`src/rtl/vga_scan_controller.sv`:
```
// VGA 640x480@60 scan source: free-running counters, field-memory fetch, aligned pixel/sync outputs.
// Latency: X/Y/ent 2 clocks, HS/VS/BLANK_N 3 clocks from the counters; frame tick is undelayed.
// Backpressure: none; free-running at the pixel clock, and field memory must answer every cycle.
module vga_scan_controller #(
  parameter int H_VISIBLE = 640,
  parameter int H_FRONT   = 16,
  parameter int H_SYNC    = 96,
  parameter int H_BACK    = 48,
  parameter int V_VISIBLE = 480,
  parameter int V_FRONT   = 10,
  parameter int V_SYNC    = 2,
  parameter int V_BACK    = 33,
  parameter int H_SQUARE  = 16,
  parameter int V_SQUARE  = 16,
  parameter int ADDR_W    = 11
) (
  input  logic              iVGA_CLK,
  input  logic              reset,
  output logic [ADDR_W-1:0] oField_Addr,
  input  logic [1:0]        iField_Data,
  output logic [9:0]        oVGA_X,
  output logic [9:0]        oVGA_Y,
  output logic [1:0]        oEnt,
  output logic              oHS,
  output logic              oVS,
  output logic              oBLANK_N,
  output logic              oFrame_Tick
);

  localparam int H_TOTAL = H_VISIBLE + H_FRONT + H_SYNC + H_BACK;
  localparam int V_TOTAL = V_VISIBLE + V_FRONT + V_SYNC + V_BACK;

  localparam logic [9:0] H_LAST      = 10'(H_TOTAL - 1);
  localparam logic [9:0] V_LAST      = 10'(V_TOTAL - 1);
  localparam logic [9:0] H_VIS_END   = 10'(H_VISIBLE);
  localparam logic [9:0] V_VIS_END   = 10'(V_VISIBLE);
  localparam logic [9:0] H_SYNC_BEG  = 10'(H_VISIBLE + H_FRONT);
  localparam logic [9:0] H_SYNC_END  = 10'(H_VISIBLE + H_FRONT + H_SYNC);
  localparam logic [9:0] V_SYNC_BEG  = 10'(V_VISIBLE + V_FRONT);
  localparam logic [9:0] V_SYNC_END  = 10'(V_VISIBLE + V_FRONT + V_SYNC);

  // Cells are powers of two, so the divides are shifts; the row stride is a constant multiply.
  localparam int H_SH = $clog2(H_SQUARE);
  localparam int V_SH = $clog2(V_SQUARE);
  localparam logic [ADDR_W-1:0] COLS = ADDR_W'(H_VISIBLE / H_SQUARE);

  // Stage 0: raster counters
  logic [9:0] h_cnt;
  logic [9:0] v_cnt;

  // Stage 0 combinational decode
  logic              vis0;
  logic              hs_raw0;
  logic              vs_raw0;
  logic [ADDR_W-1:0] addr0;

  // Stage 1
  logic [ADDR_W-1:0] addr1;
  logic [9:0]        x1;
  logic [9:0]        y1;
  logic              vis1;
  logic              hs1;
  logic              vs1;

  // Stage 2
  logic [9:0]        x2;
  logic [9:0]        y2;
  logic              vis2;
  logic              hs2;
  logic              vs2;

  // Stage 3: matches the renderer's RGB output register
  logic              hs3;
  logic              vs3;
  logic              blank_n3;

  // Raster counters: h wraps every line, v advances only on an h wrap.
  always_ff @(posedge iVGA_CLK or posedge reset) begin
    if (reset) begin
      h_cnt <= '0;
      v_cnt <= '0;
    end else if (h_cnt == H_LAST) begin
      h_cnt <= '0;
      v_cnt <= (v_cnt == V_LAST) ? 10'd0 : v_cnt + 10'd1;
    end else begin
      h_cnt <= h_cnt + 10'd1;
    end
  end

  // Visibility, raw sync flags and row-major cell index for the current counters.
  always_comb begin
    vis0    = (h_cnt < H_VIS_END) && (v_cnt < V_VIS_END);
    hs_raw0 = !((h_cnt >= H_SYNC_BEG) && (h_cnt < H_SYNC_END));
    vs_raw0 = !((v_cnt >= V_SYNC_BEG) && (v_cnt < V_SYNC_END));
    addr0   = '0;
    if (vis0) begin
      addr0 = ADDR_W'(v_cnt >> V_SH) * COLS + ADDR_W'(h_cnt >> H_SH);
    end
  end

  // Stage 1: issue the field read and carry position/flags alongside it.
  always_ff @(posedge iVGA_CLK or posedge reset) begin
    if (reset) begin
      addr1 <= '0;
      x1    <= '0;
      y1    <= '0;
      vis1  <= 1'b0;
      hs1   <= 1'b1;
      vs1   <= 1'b1;
    end else begin
      addr1 <= addr0;
      x1    <= h_cnt;
      y1    <= v_cnt;
      vis1  <= vis0;
      hs1   <= hs_raw0;
      vs1   <= vs_raw0;
    end
  end

  // Stage 2: position registers, aligned with the memory's registered read data.
  always_ff @(posedge iVGA_CLK or posedge reset) begin
    if (reset) begin
      x2   <= '0;
      y2   <= '0;
      vis2 <= 1'b0;
      hs2  <= 1'b1;
      vs2  <= 1'b1;
    end else begin
      x2   <= vis1 ? x1 : 10'd0;
      y2   <= vis1 ? y1 : 10'd0;
      vis2 <= vis1;
      hs2  <= hs1;
      vs2  <= vs1;
    end
  end

  // Stage 3: delay sync and blank one more clock to match the renderer's RGB register.
  always_ff @(posedge iVGA_CLK or posedge reset) begin
    if (reset) begin
      hs3      <= 1'b1;
      vs3      <= 1'b1;
      blank_n3 <= 1'b0;
    end else begin
      hs3      <= hs2;
      vs3      <= vs2;
      blank_n3 <= vis2;
    end
  end

  // The field memory's synchronous read is the stage-2 register for the entity code,
  // so it only needs gating here; data fetched for blanking addresses is discarded.
  assign oEnt        = vis2 ? iField_Data : 2'b00;
  assign oField_Addr = addr1;
  assign oVGA_X      = x2;
  assign oVGA_Y      = y2;
  assign oHS         = hs3;
  assign oVS         = vs3;
  assign oBLANK_N    = blank_n3;
  assign oFrame_Tick = (h_cnt == 10'd0) && (v_cnt == V_VIS_END);

endmodule

```
`config.mk`:
```
export PLATFORM = sky130hd
export DESIGN_NAME = vga_scan_controller
export DESIGN_NICKNAME = d
export VERILOG_FILES = /design/src/rtl/vga_scan_controller.sv
export SDC_FILE = /design/constraint.sdc
export NUM_CORES = 1
export LEC_CHECK = 0
export CAP_MARGIN = 15
export CORE_MARGIN = 2
export CORE_UTILIZATION = 49
export DETAILED_ROUTE_END_ITERATION = 7
export GPL_ROUTABILITY_DRIVEN = 0
export GPL_TIMING_DRIVEN = 0
export PLACE_DENSITY = 0.75
export SLEW_MARGIN = 20
export SYNTH_ARGS = -nofsm -noshare
export SYNTH_HDL_FRONTEND = slang
export SYNTH_SLANG_ARGS = --single-unit
```
`constraint.sdc`:
```
create_clock -name iVGA_CLK -period 2.35 [get_ports iVGA_CLK]
set_clock_uncertainty 0.15 [all_clocks]
set_input_delay 0.3525 -clock iVGA_CLK [delete_from_list [all_inputs] [get_ports iVGA_CLK]]
set_output_delay 0.3525 -clock iVGA_CLK [all_outputs]
set_load 0.01 [all_outputs]
```
==> results of run 1 <==
worst min path at each step:
stage / from / end / slack [ns]
2_1_floorplan: hs1 / hs2 / 0.20
3_3_place_gp: vs2 / oVS / 0.20
3_5_place_dp: hs2 / oHS / 0.20
4_1_cts: reset / oVGA_X[7] / 0.21
5_1_grt: hs1 / hs2 / 0.21
6_report: reset / oVGA_X[6] / 0.20
cells in the mapped netlist (all sizes together) (3+ instances only):
cell type  number
xnor2           8
nand3          10
nand4          12
nor4            4
o21ai           9
dfstp           6
nand2           6
and3            9
mux2i           3
nor2           19
and2           27
a21o            3
inv            18
xor2            7
clkbuf          3
a21oi           3
dfrtp          74
ha             15
nand2b          3
power by group:
part	switching (uW)	internal (uW)	total (uW)
Clock	514	606	1120
Combinational	28.8	15.1	43.9
Sequential	0	1380	1380
Total	543	2000	2540
final cells by class:
cell class | instances | area, sq um | share of cell area
Buffer | 5 | 43.8 | 0.0102
Clock buffer | 10 | 128 | 0.0298
Clock inverter | 6 | 93.8 | 0.0219
Inverter | 18 | 71.3 | 0.0166
Multi-Input combinational cell | 152 | 1200 | 0.281
Sequential cell | 80 | 2020 | 0.471
Tap cell | 77 | 96.3 | 0.0225
Timing Repair Buffer | 66 | 631 | 0.147
stage by stage:
stage	total power, uW	hold WS, ns	util
floorplan	1430	0.195	-
global placement	1440	0.196	0.588
detailed placement	1450	0.197	0.594
CTS	2550	0.208	0.659
global route	2620	0.212	0.675
finish	2540	0.202	0.675
cell families (layout without fill, tap and decap cells):
| group | after synthesis | after routing | synth area share |
|---|---|---|---|
| AO/OA/AOI/OAI | 18 | 18 | 0.0348 |
| XOR/XNOR | 16 | 16 | 0.0480 |
| adder cells (fa/ha/maj) | 17 | 17 | 0.0711 |
| buffers and inverters | 23 | 105 | 0.0347 |
| flip-flops | 80 | 80 | 0.627 |
| multiplexers | 3 | 3 | 0.00937 |
| AND/OR/NAND/NOR | 98 | 98 | 0.175 |
state kept, by name (all words and copies together), names as in the netlist:
register and flops:
oVGA_Y 10, h_cnt 10, oVGA_X 10, hs1 1, oVS 1, vs1 1
y1 10, vis2 1, oBLANK_N 1, vis1 1, v_cnt 10, vs2 1
hs2 1, oHS 1, oField_Addr 11, x1 10
routing by layer:
layer	vias to the layer above	wire length (um)
met3	10	298
met2	66	3190
met4	0	93
li1	1010	-
met1	1083	2710
met5	-	0
worst reg2reg max path: cells and delay by family, from the launching register on:
kind / cells / cell delay (ns)
AOI/OAI and AO/OA: 1 / 0.15
xor gates and xnor gates: 1 / 0.24
adders and majority gates: 3 / 0.84
DFF: 1 / 0.42
buffers and inverters: 2 / 0.18
and+or+nand+nor: 2 / 0.31
timing repair:
action,4_1_cts,5_1_grt
cloned,0,0
setup endpoints to repair,3,5
setup buffers,17,7
resized for setup,19,16
pin swaps,6,5
==> flow_metrics.py, run 1 <==
metrics = {
    "job": {
        "maxCapViolations": 0,
    },
    "yosys": {
        "yosys.area.top_type": "dfrtp_1",
        "ys_seq_area_frac": 0.627,
        "synth_area_leaders": "dfrtp_1, ha_1, and2_1",
        "synth.distinct_cells": 37,
        "synth_top_cell_area_share": 0.578,
        "synth_nets": 276,
        "synth_flop_cell": "dfrtp_1",
        "synth_seq_cells": 80,
        "synth_cells": 255,
        "syn_avg_cell_area_sq_um": 12.6,
        "synth-edff-count": 0,
        "synthArstFlopShare": 1.00,
        "yosys_warnings": 0,
        "syn_area_sq_um": 3200,
    },
    "clock_network": {
        "cts_tree": "built",
        "root_buffer": "clkbuf_8",
        "cts_made_buffers": 9,
        "htree_levels": 3,
        "clk_pin_slew_worst_paths_ns": 0.09,
        "clockBufferDepth": 2,
        "cts_hold_buf": 0,
        "cts_num_sinks": 80,
        "clk_latency_ns": 0.35,
    },
    "floorplanning": {
        "core_area_sq_um": 6350,
        "die_y_um": 84.9,
        "dieArea_sq_um": 7200,
        "start_util": 0.505,
        "rows": 29,
        "floorplan.io_pins": 41,
        "die_width_um": 84.9,
    },
    "critical_path": {
        "crit_family": "adder cells",
        "worst-path-stages": 9,
        "rr_worst_depth": 9,
        "arrival_ns": 2.47,
        "critPathCaptureType": "flop",
        "cpMaxStageDelayCell": "fa_2",
        "crit_top_cell": "ha_4",
        "r2r_start": "v_cnt[5]",
        "crit_type": "flop to flop",
        "critical_path_required_ns": 2.44,
        "cp_cell_sequence": "buf_6 -> ha_4 -> ha_4 -> inv_2 -> fa_2 -> nand2b_4 -> a211oi_2 -> xnor3_1 -> and2_1",
        "r2r-end": "oField_Addr[9]",
        "critPathBufInv": 2,
        "start_kind": "flop",
        "reg2reg_setup_slack_ns": -0.03,
        "critPathLaunch": "v_cnt[5]",
        "path_max_fanout": 2,
        "critical-path-max-stage-delay_ns": 0.44,
        "setup.worst_path.end": "oField_Addr[9]",
    },
    "cells_and_area": {
        "nets": 353,
        "stdcell_area_sq_um": 4290,
        "final_cells": 414,
        "area_growth_pct": 33.7,
        "diodes": 0,
        "fillCellCount": 431,
        "final_common_cell": "dfrtp_1",
        "final_cell_mix": "dfrtp_1, clkdlybuf4s50_1, and2_1",
        "drive_above_1_share": 0.258,
    },
    "timing": {
        "finalCriticalPeriod_ns": 2.38,
        "fin_crit_sh": 1.01,
        "hold_viol": 0,
        "rsz0062_at_grt": "yes",
        "setup_ws_ns": -0.0260,
        "tightest_slew_ns": 0.420,
        "max_clock_freq_mhz": 421,
        "setup_tns_ns": -0.0389,
        "final-setup-viol-count": 2,
        "timing.slew.headroom": 0.720,
        "slew_viol_final": 0,
    },
    "global_route": {
        "grt.total_usage": 0.187,
        "gr-usage-met2": 0.295,
        "met1_usage": 0.246,
        "antenna_found_initial": 0,
        "grt_max_degree": 34,
        "grt_pass1_wl_um": 10400,
        "top_usage_layer": "met2",
        "met3_usage": 0.0584,
        "grt_remaining_overflow": 0,
        "grt_pass1_vias": 2179,
    },
    "routing": {
        "wirelength_um": 6290,
        "drtAntennaViolNets": 0,
        "route.vias.total": 2169,
        "drc": 0,
        "wl_per_cell_um": 15.2,
        "routed_via_density": 5.24,
        "first_pass_iters": 4,
        "drt_iter0_drc": 183,
    },
    "placement": {
        "place_area_sq_um": 3770,
        "dp_slack_ns": -0.161,
        "place_inst": 374,
        "dp_hpwl_um": 3870,
        "port_buffers": 40,
    },
    "power_and_ir_drop": {
        "irDropWorstVdd_v": 0.000449,
        "p_leak_uw": 0.00202,
        "pwr_density_cell_nw_per_um2": 593,
    },
    "run_status": {
        "status": "finished with violations",
        "failed_checks": "negative setup slack",
    },
    "hold_path": {
        "hold_class": "input port to async pin",
    },
}
Power figures use the tool's default switching activity.
==> inputs of run 2 (changes only) <==
- ABC_AREA: default -> 0
==> results of run 2 <==
Final layout, timing and power as in run 1 (identical DEF).
